--- config.mk ---
export PLATFORM = sky130hd
export DESIGN_NAME = data_mem_unit
export DESIGN_NICKNAME = d
export VERILOG_FILES = /design/src/rtl/dmem_pkg.sv /design/src/rtl/data_mem_unit_load_align.sv /design/src/rtl/data_mem_unit.sv
export SDC_FILE = /design/constraint.sdc
export NUM_CORES = 1
export LEC_CHECK = 0
export ABC_AREA = 1
export CAP_MARGIN = 15
export CORE_MARGIN = 4
export CORE_UTILIZATION = 23
export CTS_CLUSTER_SIZE = 16
export DETAILED_ROUTE_END_ITERATION = 12
export GPL_TIMING_DRIVEN = 0
export PLACE_DENSITY = 0.55
export SYNTH_ARGS = -nofsm -noshare
export SYNTH_HDL_FRONTEND = slang
export SYNTH_SLANG_ARGS = --single-unit
--- constraint.sdc ---
create_clock -name clk -period 1.45 [get_ports clk]
set_input_delay 0.145 -clock clk [delete_from_list [all_inputs] [get_ports clk]]
set_output_delay 0.145 -clock clk [all_outputs]
set_load 0.1 [all_outputs]
--- src/rtl/dmem_pkg.sv ---
// rtl/dmem_pkg.sv - shared types and lane helper for the data-memory access unit
package dmem_pkg;

    typedef enum logic [1:0] {
        SZ_BYTE = 2'b00,
        SZ_HALF = 2'b01,
        SZ_WORD = 2'b10
    } size_e;

    typedef enum logic [1:0] {
        ST_IDLE,
        ST_ISSUE,
        ST_WAIT,
        ST_RESP
    } state_e;

    // Byte lanes touched by an access of the given size at the given lane.
    function automatic logic [3:0] lane_mask(input size_e size, input logic [1:0] lane);
        case (size)
            SZ_BYTE: return 4'b0001 << lane;
            SZ_HALF: return lane[1] ? 4'b1100 : 4'b0011;
            SZ_WORD: return 4'b1111;
            default: return 4'b0000;
        endcase
    endfunction

endpackage

--- src/rtl/data_mem_unit_load_align.sv ---
// rtl/data_mem_unit_load_align.sv - picks the addressed byte/half from a BRAM word and extends it
module load_align
    import dmem_pkg::*;
(
    input  logic [31:0] dout,
    input  logic [1:0]  lane,
    input  size_e       size,
    input  logic        sign_ext,
    output logic [31:0] data
);

    logic [7:0]  byte_v;
    logic [15:0] half_v;

    // Little-endian lane selection followed by sign or zero extension.
    always_comb begin
        byte_v = dout[{lane, 3'b000} +: 8];
        half_v = lane[1] ? dout[31:16] : dout[15:0];
        case (size)
            SZ_BYTE: data = {{24{sign_ext & byte_v[7]}}, byte_v};
            SZ_HALF: data = {{16{sign_ext & half_v[15]}}, half_v};
            default: data = dout;
        endcase
    end

endmodule

--- src/rtl/data_mem_unit.sv ---
// rtl/data_mem_unit.sv - single-outstanding load/store unit in front of a fixed-latency BRAM
module data_mem_unit
    import dmem_pkg::*;
#(
    parameter int ADDR_W       = 18,
    parameter int READ_LATENCY = 1
) (
    input  logic              clk,
    input  logic              rstn,
    input  logic              req_valid,
    output logic              req_ready,
    input  logic              req_we,
    input  logic [1:0]        req_size,
    input  logic              req_signed,
    input  logic [31:0]       req_addr,
    input  logic [31:0]       req_wdata,
    output logic              resp_valid,
    output logic              resp_err,
    output logic [31:0]       resp_rdata,
    output logic [ADDR_W-1:0] bram_addr,
    output logic [31:0]       bram_din,
    output logic [3:0]        bram_we,
    input  logic [31:0]       bram_dout
);

    localparam logic [1:0] WAIT_LAST = 2'(READ_LATENCY - 1);

    state_e      state;
    logic [1:0]  wait_cnt;
    logic [1:0]  lane_q;
    size_e       size_q;
    logic        sign_q;
    logic        we_q;
    size_e       req_sz;
    logic        req_err;
    logic        accept;
    logic [31:0] store_din;
    logic [31:0] aligned;

    assign req_sz    = size_e'(req_size);
    assign req_ready = rstn && (state == ST_IDLE);
    assign accept    = req_valid && req_ready;

    // Reject illegal sizes, misalignment and addresses beyond the BRAM before anything is touched.
    always_comb begin
        req_err = 1'b0;
        case (req_size)
            2'b11:   req_err = 1'b1;
            2'b01:   req_err = req_addr[0];
            2'b10:   req_err = (req_addr[1:0] != 2'b00);
            default: req_err = 1'b0;
        endcase
        if ((req_addr >> (ADDR_W + 2)) != 32'd0) begin
            req_err = 1'b1;
        end
    end

    // Store data is replicated across lanes so the byte enables alone pick the target bytes.
    always_comb begin
        case (req_sz)
            SZ_BYTE: store_din = {4{req_wdata[7:0]}};
            SZ_HALF: store_din = {2{req_wdata[15:0]}};
            default: store_din = req_wdata;
        endcase
    end

    load_align u_load_align (
        .dout     (bram_dout),
        .lane     (lane_q),
        .size     (size_q),
        .sign_ext (sign_q),
        .data     (aligned)
    );

    // Request sequencer: accept, drive the BRAM for one cycle, sit out the read latency, respond.
    always_ff @(posedge clk or negedge rstn) begin
        if (!rstn) begin
            state      <= ST_IDLE;
            wait_cnt   <= 2'd0;
            lane_q     <= 2'd0;
            size_q     <= SZ_BYTE;
            sign_q     <= 1'b0;
            we_q       <= 1'b0;
            resp_valid <= 1'b0;
            resp_err   <= 1'b0;
            resp_rdata <= 32'd0;
            bram_addr  <= '0;
            bram_din   <= 32'd0;
            bram_we    <= 4'd0;
        end else begin
            resp_valid <= 1'b0;
            resp_err   <= 1'b0;
            bram_we    <= 4'd0;
            case (state)
                ST_IDLE: begin
                    if (accept) begin
                        lane_q <= req_addr[1:0];
                        size_q <= req_sz;
                        sign_q <= req_signed;
                        we_q   <= req_we;
                        if (req_err) begin
                            resp_valid <= 1'b1;
                            resp_err   <= 1'b1;
                            resp_rdata <= 32'd0;
                            state      <= ST_RESP;
                        end else begin
                            bram_addr <= req_addr[ADDR_W+1:2];
                            if (req_we) begin
                                bram_we  <= lane_mask(req_sz, req_addr[1:0]);
                                bram_din <= store_din;
                            end
                            state <= ST_ISSUE;
                        end
                    end
                end
                ST_ISSUE: begin
                    if (we_q) begin
                        resp_valid <= 1'b1;
                        resp_rdata <= 32'd0;
                        state      <= ST_RESP;
                    end else begin
                        wait_cnt <= 2'd0;
                        state    <= ST_WAIT;
                    end
                end
                ST_WAIT: begin
                    if (wait_cnt == WAIT_LAST) begin
                        resp_valid <= 1'b1;
                        resp_rdata <= aligned;
                        state      <= ST_RESP;
                    end else begin
                        wait_cnt <= wait_cnt + 2'd1;
                    end
                end
                default: begin
                    state <= ST_IDLE;
                end
            endcase
        end
    end

endmodule

==> metrics.yaml, run 1 <==
run_status: "finished with violations"
failing_checks: "negative hold slack, negative setup slack"
postSynthAreaPerCell_um2: 7.975
synth-seq-area-share: 0.4952
max_freq_mhz: 599.2
detailroute.via_count: 5139
design.final.nets: 961
worstMarginPinSlew_ns: 0.8005
layout.cell_area.non_filler_mm2: 0.008285
reg2reg_setup_slack_ns: -0.22
tritoncts: "yes"
clock_latency_ns: 0.35
row_count: 53
buffer_ports.inserted: 190
clock-root-buffer: "sky130_fd_sc_hd__clkbuf_16"
hold_viol: 55
drt_drc_violations_left: 0
first_pass_grt_wire_length_um: 29170
finalMaxSlewViolations: 0
synth_seq_cells: 98
grt-ovfl-total: 0
clock_tree.htree_level_count: 3
finalWeightedCongestion: 0.8663
final-instance-count-excl-fill: 1133
synthDistinctLibCells: 31
initial_utilization: 0.2348
grtUsageMet3: 0.05288
ys.warnings.count: 0
regToRegStartpoint: "state[0]$_DFFE_PN0P_"
first_global_vias: 5226
numCtsBuffers: 9
peakVddDrop_uv: 743.6
path_max_fanout: 10
dieArea_mm2: 0.02394
syn_to_final_growth_pct: 67.31
worst_path_largest_cell_delay_ns: 0.39
maxCapViolCount: 0
power_leakage_nw: 3.911
crit_arrival_ns: 1.90
die_w_um: 154.7
clkTransAtPathRegs_ns: 0.07
worstSetupEndpoint: "resp_rdata[31]$_DFFE_PN0P_"
grt_setup_unrepaired: "true"
endpoint_required_time_on_the_critical_path_ns: 1.68
syn_std_cell_area_mm2: 0.004952
worst_setup_end_kind: "flop"
grt_max_degree: 58
setup.worst_path.class: "reg2reg"
period_needed_ns: 1.669
reg2reg_depth: 8
detailedPlacementHpwl_um: 13960
post_route_cells_drive_above_1_share: 0.3287
busiest_layer: "met2"
min-delay-path-class: "in2async"
mostFrequentLayoutCells: "sky130_fd_sc_hd__nand2_1, sky130_fd_sc_hd__clkdlybuf4s50_1, sky130_fd_sc_hd__dfrtp_1"
r2r-end: "resp_rdata[31]$_DFFE_PN0P_"
antenna_left: 0
routed_wirelength_um: 18870
grt_antenna_before_repair: 1
crit_chain: "buf_4 -> ha_1 -> a211oi_4 -> buf_12 -> nand2_8 -> buf_8 -> nand2_1 -> o21ai_1"
coreArea_mm2: 0.02109
fin_crit_sh: 1.151
slew_headroom: 0.4663
fin_worst_skew_ns: 0.004776
routed_via_density: 4.536
finalWorstSetupSlack_ns: -0.2188
drt-initial-drc-count: 233
die_h_um: 154.7
fillers: 2225
placedInstanceArea_mm2: 0.007286
place_ws_ns: -0.9234
most_frequent_standard_cell_in_the_layout_excluding_fill_and_tap_cells: "sky130_fd_sc_hd__nand2_1"
num_ports: 192
mapped_nets: 729
groute.usage.overall: 0.1561
finalSetupViolCount: 90
type_of_origin_of_the_critical_path: "flop"
numClockSinks: 98
worstSetupStartpoint: "state[0]$_DFFE_PN0P_"
n_antenna_cell: 0
netlist_instances: 621
whs_ns: -0.1098
detail_route.wl_per_cell_um: 16.65
placedCellCount: 1087
cts_max_path_buffers: 2
global_route.usage.met1: 0.2044
cell_type_of_the_slowest_stage_on_the_worst_timing_path: "sky130_fd_sc_hd__dfrtp_1"
use_met2: 0.2496
power_density_mw_per_mm2: 1711
drt-pass1-iter-count: 4
[final cells by class]
cell class,instances,area (µm²),share of cell area
plain buffers,31,299.0,0.03609
clock inverters,5,85.08,0.01027
clock buffers,11,252.7,0.03050
repair buffers,223,2133,0.2575
well taps,275,344.1,0.04153
inverters,33,140.1,0.01691
flip-flops and latches,98,2454,0.2961
multi-input cells,457,2577,0.3111
[Yosys cell counts (all sizes together)]
cell type | number | area share
nor2 | 27 | 0.025
a31oi | 4 | 0.0051
dfrtp | 98 | 0.50
buf | 24 | 0.039
a211oi | 1 | 0.0015
a22oi | 4 | 0.0061
nand2 | 240 | 0.19
or2 | 13 | 0.016
nand3 | 47 | 0.052
ha | 5 | 0.013
a32o | 1 | 0.0020
o21ai | 75 | 0.080
mux2i | 2 | 0.0040
a22o | 2 | 0.0035
o31ai | 1 | 0.0015
a21o | 1 | 0.0015
inv | 33 | 0.025
a21oi | 33 | 0.033
clkbuf | 10 | 0.0076
[what timing repair did]
item,CTS,global route
pin swaps,8,10
resized for setup,372,168
cloned,8,2
endpoints found under the hold margin,55,55
setup buffers,21,4
setup endpoints to repair,181,150
[sequential cells by signal (all words and copies together) (netlist names), 2 cells and up]
register / count
bram_din: 32
resp_rdata: 32
bram_addr: 18
bram_we: 4
lane_q: 2
size_q: 2
state: 2
wait_cnt: 2
[cells by family (layout without fill, tap and decap cells)]
group,count (synthesis),in the layout,share of synthesized area
AO/OA/AOI/OAI,122,122,0.1349
flip-flops,98,98,0.4952
multiplexers,2,2,0.004043
buffers and inverters,67,303,0.07176
adder cells (fa/ha/maj),5,5,0.01263
AND/OR/NAND/NOR,327,328,0.2815
[power by group]
group	switching (mW)	total, mW	internal (mW)
Clock	1.13	2.75	1.62
Combinational	5.19	8.01	2.82
Sequential	0.277	3.42	3.14
Total	6.60	14.2	7.58
[worst max-delay path, delay by kind of cell, from the launching register on]
family,cells,cell delay [ns]
buffers and inverters,3,0.47
flip-flops,1,0.39
AO/OA/AOI/OAI,2,0.28
adder cells (fa/ha/maj),1,0.27
AND/OR/NAND/NOR,2,0.13
[metal layers]
layer | share of wire | vias to the layer above
met1 | 0.43 | 2416
met3 | 0.10 | 17
met2 | 0.46 | 212
met4 | 0.010 | 2
li1 | - | 2492
met5 | 0.00042 | -
[metrics by stage]
| step | utilization | hold slack (ns) | power, mW | setup TNS (ns) |
|---|---|---|---|---|
| 6_report | 0.3929 | -0.1098 | 14.18 | -12.80 |
| 5_1_grt | 0.3929 | -0.05168 | 15.00 | -21.25 |
| 4_1_cts | 0.3899 | -0.08675 | 14.05 | -14.42 |
| 3_5_place_dp | 0.3455 | 0.2901 | 10.05 | -76.99 |
| 3_3_place_gp | 0.3443 | 0.4541 | 10.00 | -778.31 |
| 2_1_floorplan | - | -0.1506 | 8.192 | -44.45 |
[worst min-delay path by stage]
stage	from	endpoint	slack, ns	cells past startpoint
global route	rstn	resp_rdata[12]$_DFFE_PN0P_	-0.05	1
floorplan	rstn	bram_addr[0]$_DFFE_PN0P_	-0.15	0
CTS	rstn	resp_rdata[12]$_DFFE_PN0P_	-0.09	1
detailed placement	rstn	resp_rdata[12]$_DFFE_PN0P_	0.29	1
global placement	bram_addr[6]$_DFFE_PN0P_	bram_addr[6]$_DFFE_PN0P_	0.45	2
finish	rstn	resp_rdata[12]$_DFFE_PN0P_	-0.11	1
(Power assumes the default switching activity.)
==> run 2, diff against run 1 <==
--- a/config.mk
+++ b/config.mk
@@ -7,12 +7,12 @@
 export LEC_CHECK = 0
 export ABC_AREA = 1
 export CAP_MARGIN = 15
-export CORE_MARGIN = 4
 export CORE_UTILIZATION = 23
 export CTS_CLUSTER_SIZE = 16
 export DETAILED_ROUTE_END_ITERATION = 12
 export GPL_TIMING_DRIVEN = 0
 export PLACE_DENSITY = 0.55
+export SETUP_SLACK_MARGIN = 0.05
 export SYNTH_ARGS = -nofsm -noshare
 export SYNTH_HDL_FRONTEND = slang
 export SYNTH_SLANG_ARGS = --single-unit
==> run 2 against run 1 <==
  * The run still ends with negative hold slack, negative setup slack left
  * Routed wire length decreased by 0.70%
  * Total power decreased by 1.9%
  * Non-clock buffer count up 9
  * Clock skew grew 0.0058 ns
  * Via count increased by 1.2%
  * Highest routed layer unchanged
==> metrics.yaml, run 2 (synthesis gave the netlist of run 1 again) <==
drt-initial-drc-count: 184  # -21%
place_ws_ns: -1.066  # -0.1424 ns
power_leakage_nw: 3.994  # +2.1%
fillers: 2244  # +0.85%
numClockSinks: 98  # unchanged
die_h_um: 148.7  # -3.9%
power_density_mw_per_mm2: 1698  # -0.78%
most_frequent_standard_cell_in_the_layout_excluding_fill_and_tap_cells: "sky130_fd_sc_hd__nand2_1"
finalSetupViolCount: 94  # +4.4%
whs_ns: -0.3129  # -0.2031 ns
num_ports: 192  # unchanged
largest_registers: "bram_din (32), resp_rdata (32), bram_addr (18)"
syn_to_final_growth_pct: 65.39
endpoint_required_time_on_the_critical_path_ns: 1.68  # about the same
post_route_cells_drive_above_1_share: 0.3541  # +0.02542
routed_wirelength_um: 18730  # -0.70%
finalWorstSetupSlack_ns: -0.1975  # +0.02125 ns
detail_route.wl_per_cell_um: 16.39  # -1.6%
detailroute.via_count: 5203  # +1.2%
crit_chain: "buf_4 -> ha_2 -> a211oi_4 -> buf_6 -> nand2_8 -> buf_8 -> nand2_1 -> o21ai_0"
groute.usage.overall: 0.1680  # +0.01185
drt_drc_violations_left: 0  # unchanged
initial_utilization: 0.2348  # unchanged
coreArea_mm2: 0.02109  # unchanged
setup.worst_path.class: "reg2reg"
worst_path_largest_cell_delay_ns: 0.39  # about the same
min-delay-path-class: "in2async"
detailedPlacementHpwl_um: 13330  # -4.5%
hold_viol: 37  # -33%
worstSetupStartpoint: "state[0]$_DFFE_PN0P_"
crit_arrival_ns: 1.88  # -0.02 ns
failing_checks: "negative hold slack, negative setup slack"
path_max_fanout: 10  # unchanged
grt_antenna_before_repair: 2  # +1
mostFrequentLayoutCells: "sky130_fd_sc_hd__nand2_1, sky130_fd_sc_hd__clkdlybuf4s50_1, sky130_fd_sc_hd__dfrtp_1"
first_pass_grt_wire_length_um: 28140  # -3.5%
run_status: "finished with violations"
worst_setup_end_kind: "flop"
slew_headroom: 0.6103  # +0.1440
design.final.nets: 970  # +0.94%
clkTransAtPathRegs_ns: 0.07  # about the same
cell_type_of_the_slowest_stage_on_the_worst_timing_path: "sky130_fd_sc_hd__dfrtp_1"
clock_latency_ns: 0.36  # about the same
drt-pass1-iter-count: 5  # +1
row_count: 53  # unchanged
grt_setup_unrepaired: "true"
finalMaxSlewViolations: 0  # unchanged
peakVddDrop_uv: 767.0  # +3.2%
grt_max_degree: 63  # +8.6%
final_core_utilization: 0.3884  # -0.004510
antenna_left: 0  # unchanged
clock_tree.htree_level_count: 3  # unchanged
type_of_origin_of_the_critical_path: "flop"
regToRegStartpoint: "state[0]$_DFFE_PN0P_"
worstMarginPinSlew_ns: 0.5846  # -0.2159 ns
tritoncts: "yes"
numCtsBuffers: 9  # unchanged
maxCapViolCount: 0  # unchanged
period_needed_ns: 1.648  # -0.02125 ns
routed_via_density: 4.552  # +0.36%
max_freq_mhz: 607.0  # +1.3%
fin_worst_skew_ns: 0.01055  # +0.005777 ns
buffer_ports.inserted: 190  # unchanged
dieArea_mm2: 0.02212  # -7.6%
first_global_vias: 5021  # -3.9%
grt-ovfl-total: 0  # unchanged
cts_max_path_buffers: 2  # unchanged
fin_crit_sh: 1.136  # -0.01466
die_w_um: 148.7  # -3.9%
clock-root-buffer: "sky130_fd_sc_hd__clkbuf_16"
finalWeightedCongestion: 0.8993  # +3.8%
==> run 2: changes by cell type in the layout (fill, tap and decap cells not counted), moves of 3 or more <==
cell                              change
sky130_fd_sc_hd__buf_4                -3
sky130_fd_sc_hd__clkdlybuf4s18_2     -17
sky130_fd_sc_hd__o21ai_2              -3
sky130_fd_sc_hd__buf_2               +40
sky130_fd_sc_hd__nand2_1             -22
sky130_fd_sc_hd__nand2_2             +22
sky130_fd_sc_hd__buf_12               +3
sky130_fd_sc_hd__buf_6                +6
sky130_fd_sc_hd__clkdlybuf4s15_2     -23
sky130_fd_sc_hd__o21ai_0              +4
==> run 2: metrics by stage <==
step	instance area, µm²	hold slack, ns	total power, mW	std cells	TNS [ns]
floorplan	5015	-0.1506	8.192	621	-44.45
global placement	7261	0.4540	9.991	1086	-772.81
CTS	7722	-0.3034	13.26	1130	-13.56
finish	8190	-0.3129	13.90	1143	-13.64
detailed placement	7286	0.1626	10.04	1087	-75.80
global route	8188	-0.2859	14.72	1142	-21.43
==> run 2: worst max-delay path, delay by kind of cell (launching register included) <==
family	cells	cell delay (ns)
buf+inv	3	0.44
flops	1	0.39
compound gates	2	0.35
fa+ha+maj	1	0.21
simple gates	2	0.13
==> run 2: routing by layer <==
metal  share of wire  GRT usage  vias up  wire length [µm]
met5         0.00069          0        -                13
met4           0.022    0.05816        2               406
met3           0.091    0.04985       25              1709
met2            0.46     0.2617      220              8540
met1            0.43     0.2209     2446              8063
li1                -          -     2510                 -
==> run 2: area by class of cell <==
class                           instances  area, µm²  area share
Multi-Input combinational cell        457       2600      0.3174
Sequential cell                        98       2452      0.2994
Timing Repair Buffer                  230       2039      0.2490
Tap cell                              275      344.1     0.04201
Buffer                                 33      334.1     0.04079
Clock buffer                           10      229.0     0.02796
Inverter                               33      137.6     0.01680
Clock inverter                          6      51.30    0.006263
Antenna cell                            1      2.502   0.0003055
==> run 2: repair_timing <==
item                                    4_1_cts  5_1_grt
endpoints found under the setup margin      182      102
pin swaps                                    11       13
cloned                                        7        6
hold endpoints to repair                     37       37
setup buffers                                20        7
resized for setup                           519      105
==> run 2: final timing paths <==
check / endpoint / slack (ns) / cells after the start
setup / recovery: resp_rdata[5]$_DFFE_PN0P_ / -0.20 / 8
hold / removal: resp_rdata[14]$_DFFE_PN0P_ / -0.31 / 1
setup reg to reg: resp_rdata[5]$_DFFE_PN0P_ / -0.20 / 8
hold reg to reg: bram_addr[11]$_DFFE_PN0P_ / 0.48 / 2
max in group asynchronous: bram_din[8]$_DFFE_PN0P_ / 1.11 / 2
min in group clk: size_q[1]$_DFFE_PN0P_ / 0.26 / 3
==> run 2: report_power, final <==
| group | switching, mW | internal, mW | total, mW |
|---|---|---|---|
| logic | 5.23 | 2.92 | 8.15 |
| clock network | 1.18 | 1.19 | 2.37 |
| registers | 0.242 | 3.14 | 3.38 |
| total | 6.66 | 7.25 | 13.9 |
